[src/rtl/multiply_unit_pkg.sv]
// Shared definitions for the sequential shift-add multiplier.
// Holds the FSM encoding, default widths, the XZR index and the counter width helper.
package multiply_unit_pkg;
  localparam int WIDTH_DEF      = 64;
  localparam int REG_ADDR_W_DEF = 5;
  localparam int XZR            = 31;

  function automatic int cnt_width(input int w);
    return $clog2(w) + 1;
  endfunction

  localparam int CNT_W_DEF = cnt_width(WIDTH_DEF);

  typedef enum logic [1:0] {
    IDLE = 2'd0,
    RUN  = 2'd1,
    DONE = 2'd2
  } state_t;
endpackage

[src/rtl/multiply_unit_if.sv]
// Request/write-back bundle between the issue logic, the multiplier and the register bank.
interface multiply_unit_if
  import multiply_unit_pkg::*;
#(
  parameter int WIDTH      = WIDTH_DEF,
  parameter int REG_ADDR_W = REG_ADDR_W_DEF
);
  logic                  start;
  logic [WIDTH-1:0]      read_data_one;
  logic [WIDTH-1:0]      read_data_two;
  logic [REG_ADDR_W-1:0] dest_register;
  logic                  high_select;
  logic                  busy;
  logic                  done;
  logic [REG_ADDR_W-1:0] write_register;
  logic [WIDTH-1:0]      write_data;
  logic                  register_write;

  modport master (
    output start, read_data_one, read_data_two, dest_register, high_select,
    input  busy, done, write_register, write_data, register_write
  );

  modport slave (
    input  start, read_data_one, read_data_two, dest_register, high_select,
    output busy, done, write_register, write_data, register_write
  );
endinterface

[src/rtl/multiply_step.sv]
// One radix-2 unsigned iteration: conditional add into the upper half, then shift right.
module multiply_step #(
  parameter int WIDTH = 64
) (
  input  logic [2*WIDTH-1:0] acc,
  input  logic [WIDTH-1:0]   mcand,
  input  logic [WIDTH-1:0]   mplier,
  output logic [2*WIDTH-1:0] acc_nxt,
  output logic [WIDTH-1:0]   mplier_nxt
);
  logic [WIDTH:0] sum;

  // The carry out of the add becomes the new MSB after the shift.
  assign sum        = {1'b0, acc[2*WIDTH-1:WIDTH]} + (mplier[0] ? {1'b0, mcand} : '0);
  assign acc_nxt    = {sum, acc[WIDTH-1:1]};
  assign mplier_nxt = mplier >> 1;
endmodule

[src/rtl/multiply_unit.sv]
// Fixed-latency sequential multiplier (MUL / UMULH) with register-bank write-back.
// Operands are captured on the accepting edge; WIDTH shift-add steps follow, then one DONE cycle.
module multiply_unit
  import multiply_unit_pkg::*;
#(
  parameter int WIDTH      = WIDTH_DEF,
  parameter int REG_ADDR_W = REG_ADDR_W_DEF
) (
  input logic            clk,
  input logic            reset,
  multiply_unit_if.slave bus
);
  localparam int CNT_W = cnt_width(WIDTH);

  state_t                state, state_nxt;
  logic [2*WIDTH-1:0]    acc, acc_nxt;
  logic [WIDTH-1:0]      mcand;
  logic [WIDTH-1:0]      mplier, mplier_nxt;
  logic [REG_ADDR_W-1:0] dest;
  logic                  hsel;
  logic [CNT_W-1:0]      cnt;
  logic                  last_step;

  assign last_step = (cnt == CNT_W'(WIDTH - 1));

  multiply_step #(.WIDTH(WIDTH)) u_step (
    .acc        (acc),
    .mcand      (mcand),
    .mplier     (mplier),
    .acc_nxt    (acc_nxt),
    .mplier_nxt (mplier_nxt)
  );

  always_ff @(posedge clk or posedge reset) begin
    if (reset) state <= IDLE;
    else       state <= state_nxt;
  end

  always_comb begin
    state_nxt = state;
    case (state)
      IDLE:    if (bus.start) state_nxt = RUN;
      RUN:     if (last_step) state_nxt = DONE;
      DONE:    state_nxt = IDLE;
      default: state_nxt = IDLE;
    endcase
  end

  always_ff @(posedge clk or posedge reset) begin
    if (reset) begin
      acc    <= '0;
      mcand  <= '0;
      mplier <= '0;
      dest   <= '0;
      hsel   <= 1'b0;
      cnt    <= '0;
    end else begin
      case (state)
        IDLE: if (bus.start) begin
          mcand  <= bus.read_data_one;
          mplier <= bus.read_data_two;
          dest   <= bus.dest_register;
          hsel   <= bus.high_select;
          acc    <= '0;
          cnt    <= '0;
        end
        RUN: begin
          acc    <= acc_nxt;
          mplier <= mplier_nxt;
          cnt    <= cnt + 1'b1;
        end
        default: ;
      endcase
    end
  end

  // Outputs decode from registered state only, so they hold steady across the bank's falling-edge sample.
  always_comb begin
    bus.busy           = (state != IDLE);
    bus.done           = 1'b0;
    bus.write_data     = '0;
    bus.write_register = '0;
    bus.register_write = 1'b0;
    if (state == DONE) begin
      bus.done           = 1'b1;
      bus.write_data     = hsel ? acc[2*WIDTH-1:WIDTH] : acc[WIDTH-1:0];
      bus.write_register = dest;
      bus.register_write = (dest != REG_ADDR_W'(XZR));
    end
  end
endmodule

[src/flat_wrapper.sv]
// flat-port wrapper written by rule: the top's interface ports become plain ports
module multiply_unit_flat import multiply_unit_pkg::*;
#(
  parameter int WIDTH      = WIDTH_DEF,
  parameter int REG_ADDR_W = REG_ADDR_W_DEF
)
  (clk, reset, bus_start, bus_read_data_one, bus_read_data_two, bus_dest_register, bus_high_select, bus_busy, bus_done, bus_write_register, bus_write_data, bus_register_write);
  multiply_unit_if #(.WIDTH(WIDTH), .REG_ADDR_W(REG_ADDR_W)) bus_i ();
  input logic clk;
  input logic reset;
  input wire logic [$bits(bus_i.start)-1:0] bus_start;
  input wire logic [$bits(bus_i.read_data_one)-1:0] bus_read_data_one;
  input wire logic [$bits(bus_i.read_data_two)-1:0] bus_read_data_two;
  input wire logic [$bits(bus_i.dest_register)-1:0] bus_dest_register;
  input wire logic [$bits(bus_i.high_select)-1:0] bus_high_select;
  output wire logic [$bits(bus_i.busy)-1:0] bus_busy;
  output wire logic [$bits(bus_i.done)-1:0] bus_done;
  output wire logic [$bits(bus_i.write_register)-1:0] bus_write_register;
  output wire logic [$bits(bus_i.write_data)-1:0] bus_write_data;
  output wire logic [$bits(bus_i.register_write)-1:0] bus_register_write;
  assign bus_i.start = bus_start;
  assign bus_i.read_data_one = bus_read_data_one;
  assign bus_i.read_data_two = bus_read_data_two;
  assign bus_i.dest_register = bus_dest_register;
  assign bus_i.high_select = bus_high_select;
  assign bus_busy = bus_i.busy;
  assign bus_done = bus_i.done;
  assign bus_write_register = bus_i.write_register;
  assign bus_write_data = bus_i.write_data;
  assign bus_register_write = bus_i.register_write;
  multiply_unit #(.WIDTH(WIDTH), .REG_ADDR_W(REG_ADDR_W)) u_core (.clk(clk), .reset(reset), .bus(bus_i));
endmodule
[config.mk]
export PLATFORM = sky130hd
export DESIGN_NAME = multiply_unit_flat
export DESIGN_NICKNAME = d
export VERILOG_FILES = /design/src/rtl/multiply_unit_pkg.sv /design/src/rtl/multiply_unit_if.sv /design/src/rtl/multiply_step.sv /design/src/rtl/multiply_unit.sv /design/src/flat_wrapper.sv
export SDC_FILE = /design/constraint.sdc
export NUM_CORES = 1
export LEC_CHECK = 0
export ABC_CLOCK_PERIOD_IN_PS = 8100
export CAP_MARGIN = 25
export CORE_MARGIN = 3
export CORE_UTILIZATION = 30
export DETAILED_ROUTE_END_ITERATION = 16
export PLACE_DENSITY = 0.55
export RECOVER_POWER = 100
export SYNTH_ARGS = -nofsm -noshare
export SYNTH_HDL_FRONTEND = slang
export SYNTH_SLANG_ARGS = --single-unit
[constraint.sdc]
create_clock -name clk -period 8.1 [get_ports clk]
set_clock_uncertainty 0.1 [all_clocks]
set_input_delay 1.215 -clock clk [delete_from_list [all_inputs] [get_ports clk]]
set_output_delay 1.215 -clock clk [all_outputs]
set_load 0.02 [all_outputs]
[After elaboration in Yosys (flattened, before gate mapping)]
Index checks and enable logic that the tools add are counted.
Cells by class
  add/sub/neg operators: 2
  equality and inequality tests: 6
  mux-type cells: 15
  reduce and logical (&&, ||, !) cells: 6
Operators by type and width (count)
  two-way mux 64 bit: 4
  case mux 128 bit (2 select lines): 1
  two-way mux 128 bit: 1
  case mux 64 bit (2 select lines): 1
  adder 64 x 65 -> 65 bit: 1
  case mux 7 bit (2 select lines): 1
  adder 7 x 1 -> 7 bit, second input constant: 1
  == test 7 x 6 -> 1 bit, second input constant: 1
  two-way mux 7 bit: 1
  AND reduction 2 bit: 3
  two-way mux 5 bit: 1
  != test 5 bit, second input constant: 1
  two-way mux 2 bit: 2
  case mux 2 bit (2 select lines): 1
  nonzero test 2 bit: 2
  == test 2 x 1 -> 1 bit, second input constant: 1
  == test 2 bit, second input constant: 1
  zero test 2 bit: 1
  two-way mux 1 bit: 2
  != test 2 x 1 -> 1 bit, second input constant: 1
  != test 2 bit, second input constant: 1
Storage, ports and cells
  register bits after elaboration: 271
  bits of input ports: 137
  output and inout port bits: 72
  word-level logic and storage cells: 36

[Depth between registers and ports, before layout]
  depth in word-level cells: 3
  gate-level depth with buffers: 14
  mapped depth without buffers: 13

[Modules after synthesis]
From an unflattened synthesis, not the netlist that was laid out.
Unflattened totals
  cell total of the unflattened synthesis: 2181
  area total of the unflattened synthesis: 17430.5 um2
Modules (own cells, without submodules)
  multiply_unit: times used 1, cells each 1394, area each 12096.6 um2, seq. area each 6781.5 um2
  multiply_step: times used 1, cells each 787, area each 5333.9 um2, seq. area each 0.0 um2

[Worst setup path before layout]
OpenSTA, ideal clock, no wires.
  kind: reg2reg
  from: reg u_core.mplier[0]
  to: reg u_core.acc[127]
  arrival: 3.123 ns
  data required time: 7.896 ns
  path slack: 4.774 ns
  stages on the path, launching flop included: 15
  path buffers: 1
  clock period less this slack: 3.326 ns
  cell sequence: dfrtp_1 > clkbuf_1 > and2_1 > ha_1 > inv_1 > fa_1 > nand2b_1 > a21oi_1 > o21a_1 > o21ai_2 > o41ai_2 > a211oi_2 > nor4_4 > nor2_1 > o41ai_2
Between the ends
  longest elaborated chain between the ends: 3
Ends and longest elaborated chain
  start: declaration: RTL line multiply_unit.sv:18  | logic [WIDTH-1:0] mplier, mplier_nxt;
  start signal: assignment: RTL line multiply_unit.sv:61  | mplier <= bus.read_data_two;
  start signal: assignment: RTL line multiply_unit.sv:69  | mplier <= mplier_nxt;
  two-way mux 64 bit: RTL line multiply_step.sv:14  | assign sum = {1'b0, acc[2*WIDTH-1:WIDTH]} + (mplier[0] ? {1'b0, mcand} : '0);
  adder 64 x 65 -> 65 bit: RTL line multiply_step.sv:14
  case mux 128 bit (2 select lines): RTL line multiply_unit.sv:58  | case (state)
  end signal: assignment: RTL line multiply_unit.sv:68  | acc <= acc_nxt;
  end: declaration: RTL line multiply_unit.sv:16  | logic [2*WIDTH-1:0] acc, acc_nxt;
No other way between the ends.
A chain may end at the register's enable or synchronous reset.

[Worst setup path after layout]
  from: reg u_core.state[1]
  to: out bus_write_data[44]
Between the ends
  longest elaborated chain between the ends: 2
Ends and longest elaborated chain
  start: declaration: RTL line multiply_unit.sv:15  | state_t state, state_nxt;
  start signal: assignment: RTL line multiply_unit.sv:36  | else state <= state_nxt;
  == test 2 bit: RTL line multiply_unit.sv:84  | if (state == DONE) begin
  two-way mux 64 bit: RTL line multiply_unit.sv:84
  end: declaration: RTL line flat_wrapper.sv:19  | output wire logic [$bits(bus_i.write_data)-1:0] bus_write_data;
No other way between the ends.

==> metrics <==
Non-Filler Instances=2768; net count after synthesis=2124; Peak Freq=0.172 GHz; largest net degree at the start of global routing=178; final net count=2263; die height=235 µm; WL met3=3.20 mm; dpl ws=3950 ps; routed wire length=46.0 mm; Async SR Flop Fraction=1.00; GRT Util Overall=0.163; Min-Delay Endpoint=u_core.mcand[62]; adder-cell area share of the yosys netlist=0.0529; # DRC=0; XOR/XNOR Fraction of Synth Area=0.0322; reg-to-reg slack, setup=2920 ps; GP Congestion=0.886; Warnings, synthesis=0; placed cells=2700; initial drt markers=1011; worst setup margin=2280 ps; minimum clock period=5820 ps; H-tree levels=2; peak supply drop=0.156 mV; port bufs=208; Switch Pwr=2.79 mW; antenna violations before repair=8; RSZ-0062 raised after global routing=false; most frequent cells in the layout=nand2_1 (585), dfrtp_1 (270), o21ai_0 (169); Worst Tran Pin Value=4300 ps; Met2 Wirelength=20.7 mm; Post-Syn Instances=1921; area added between synthesis and finish=24.2%; switch share=0.404; Int Power=4.12 mW; #FFs+latches synth=271; Power Dens Cells=353 nW/µm²; Post-CTS Setup Bufs=0; overall power=6.91 mW; synth unique cells=70; Core ar.=51600 µm²; setup TNS=0 ps; Critical-path top delay cell=clkbuf_1; slowest stage delay, CP=2210 ps; most common library cell in the layout ignoring fill and taps=nand2_1; final hold vios=0; Die Footprint=55300 µm²; RR Endpoint=u_core.acc[30]; Seq/Total Area, Yosys=0.430; r2r worst-path depth=4; total gr overflow=0; Sinks on Clock Net=271; Ports=209; reg-to-reg startpoint=u_core.state[1]; Starting Density=0.305; Rows=83; Post-Synthesis Cell Area=15800 µm²; Post-DP HPWL=31.7 mm; Final setup viols=0; P_leak=8.83 nW; mux cell area share after synthesis=0.0419; max-cap violation count=6; Clock transition at path regs=60 ps; hold crit path type=reg -> reg; highest routed layer=met5; via count=13.8k; CTS root buf=clkbuf_16; die width=235 µm; CTS Hold Buffers Added=0; failing checks=max-capacitance violations, max-slew violations; Max clock buf depth=3; Num CTS Buffers=36; Slew Limit Fails=423; Primary FF master, synth=dfrtp_1; crit path launch type=flop; Critical Path AT=4510 ps; compound-gate portion of the synthesized area=0.168; Final Cell Area=19600 µm²; antenna viol nets, final=0; drt first pass iters=7; Max-slew headroom=-1.86; Routed WL per cell=16.6 µm; number of global-route vias before repair=13.9k; layout cells sized above 1=0.0446; largest family of logic cells by synthesized area=simple AND/OR/NAND/NOR gates; part of the cycle the worst path needs=0.719; sequential group share of total power=0.352; Critical Path RT=6780 ps; CP Capture Type=primary output; part of the power in combinational logic=0.416; TritonCTS clock tree=done; post-synthesis simple-gate area fraction=0.236; Post-synth EDFFs=0; Area contributors post-synth=dfrtp_1 (43%), nand2_1 (14%), o21ai_0 (5.4%); top cell type's share of synthesized area=0.430; Placement Cell Area=18400 µm²; Clock power frac=0.232; worst path cell trace=nand2b_2, clkbuf_1, nor2_1, dlygate4sd3_1; vias per cell=4.97; hold_sp=u_core.mcand[62]; Hold Path Cell Cnt=2; Avg Cell Area, Syn=8.21 µm²; area leader, netlist=dfrtp_1; status=complete, but fails checks; PostCTS Resize Cnt=0; clock latency on the worst-skew pair=550 ps; Crit Path Max Fanout=64; critical path class=reg -> out; first-pass GRT wire length=75.0 mm; M1 WL=21.1 mm
-- routing by layer --
layer  track usage  up-vias
li1              -     6799
met2         0.262      305
met3        0.0517       74
met5             0        -
met4        0.0393       12
met1         0.214     6566
-- worst max-delay path, delay by kind of cell (launching register included) --
family                 cells  cell delay, ps
buffers and inverters      2            3020
DFF                        1             430
and+or+nand+nor            2             470
-- sequential cells by signal, indices dropped and copies added, names as in the netlist --
name	flops
u_core.state	2
u_core.mplier	64
u_core.dest	5
u_core.cnt	7
u_core.acc	128
u_core.hsel	1
u_core.mcand	64
-- synthesized netlist by cell type, drive strengths merged (2+ instances only) --
master and instances:
clkbuf 94, a22oi 65, o31a 2, nor3 14, or3 7, o41ai 2, inv 28, xor2 30
nor2b 5, nand2 587, a21boi 3, o21ai 173, nand3 31, ha 65, o221ai 2, a211oi 9
a2111oi 3, and2 73, nand2b 9, a221oi 3, buf 28, nor2 123, nand4 18, nor4 3
a21oi 85, a31oi 12, o211ai 9, xnor2 28, mux2i 66, o311ai 2, dfrtp 271, o21a 10
o31ai 4, o2111ai 2, o21bai 17, a21o 18, or4 2, a311oi 3, or2 2
-- worst max-delay path by stage --
| stage | from | endpoint | slack [ps] | cells past startpoint |
|---|---|---|---|---|
| 5_1_grt | bus_start | u_core.acc[37] | 1850 | 4 |
| 3_3_place_gp | bus_start | u_core.acc[126] | 3660 | 7 |
| 4_1_cts | u_core.hsel | bus_write_data[4] | 3720 | 4 |
| 6_report | u_core.state[1] | bus_write_data[44] | 2280 | 4 |
| 3_5_place_dp | bus_start | u_core.acc[126] | 3950 | 8 |
| 2_1_floorplan | reset | u_core.acc[0] | 3200 | 1 |
-- cells by family (layout without fill, tap and decap cells) --
kind of cell / count (synthesis) / count (layout)
simple gates: 880 / 880
compound gates: 430 / 430
flops: 271 / 271
buf+inv: 150 / 316
fa+ha+maj: 66 / 66
mux: 66 / 66
xor+xnor: 58 / 58
other cells: 0 / 1
-- power by group through the flow --
stage          logic [mW]  clock network (mW)  registers, mW
5_1_grt              3.28                1.71           2.52
4_1_cts              2.88                1.65           2.43
6_report             2.87                1.60           2.43
3_3_place_gp         2.81                   0           2.43
3_5_place_dp         2.86                   0           2.45
2_1_floorplan        2.30                   0           2.26
-- per-stage QoR --
stage	utilization	hold slack [ps]
after floorplan	-	337
after global placement	0.355	356
after detailed placement	0.356	359
after CTS	0.379	374
after global routing	0.379	403
final	0.379	372
-- layout make-up --
cell class,count,area (µm²)
Fill cell,5285,32000
Clock inverter,14,150
Inverter,28,106
Clock buffer,51,1040
Antenna cell,1,2.50
Timing Repair Buffer,223,2250
Sequential cell,271,6790
Multi-Input combinational cell,1500,8400
Tap cell,680,851
Note: power is estimated with default switching activity, not from simulation.
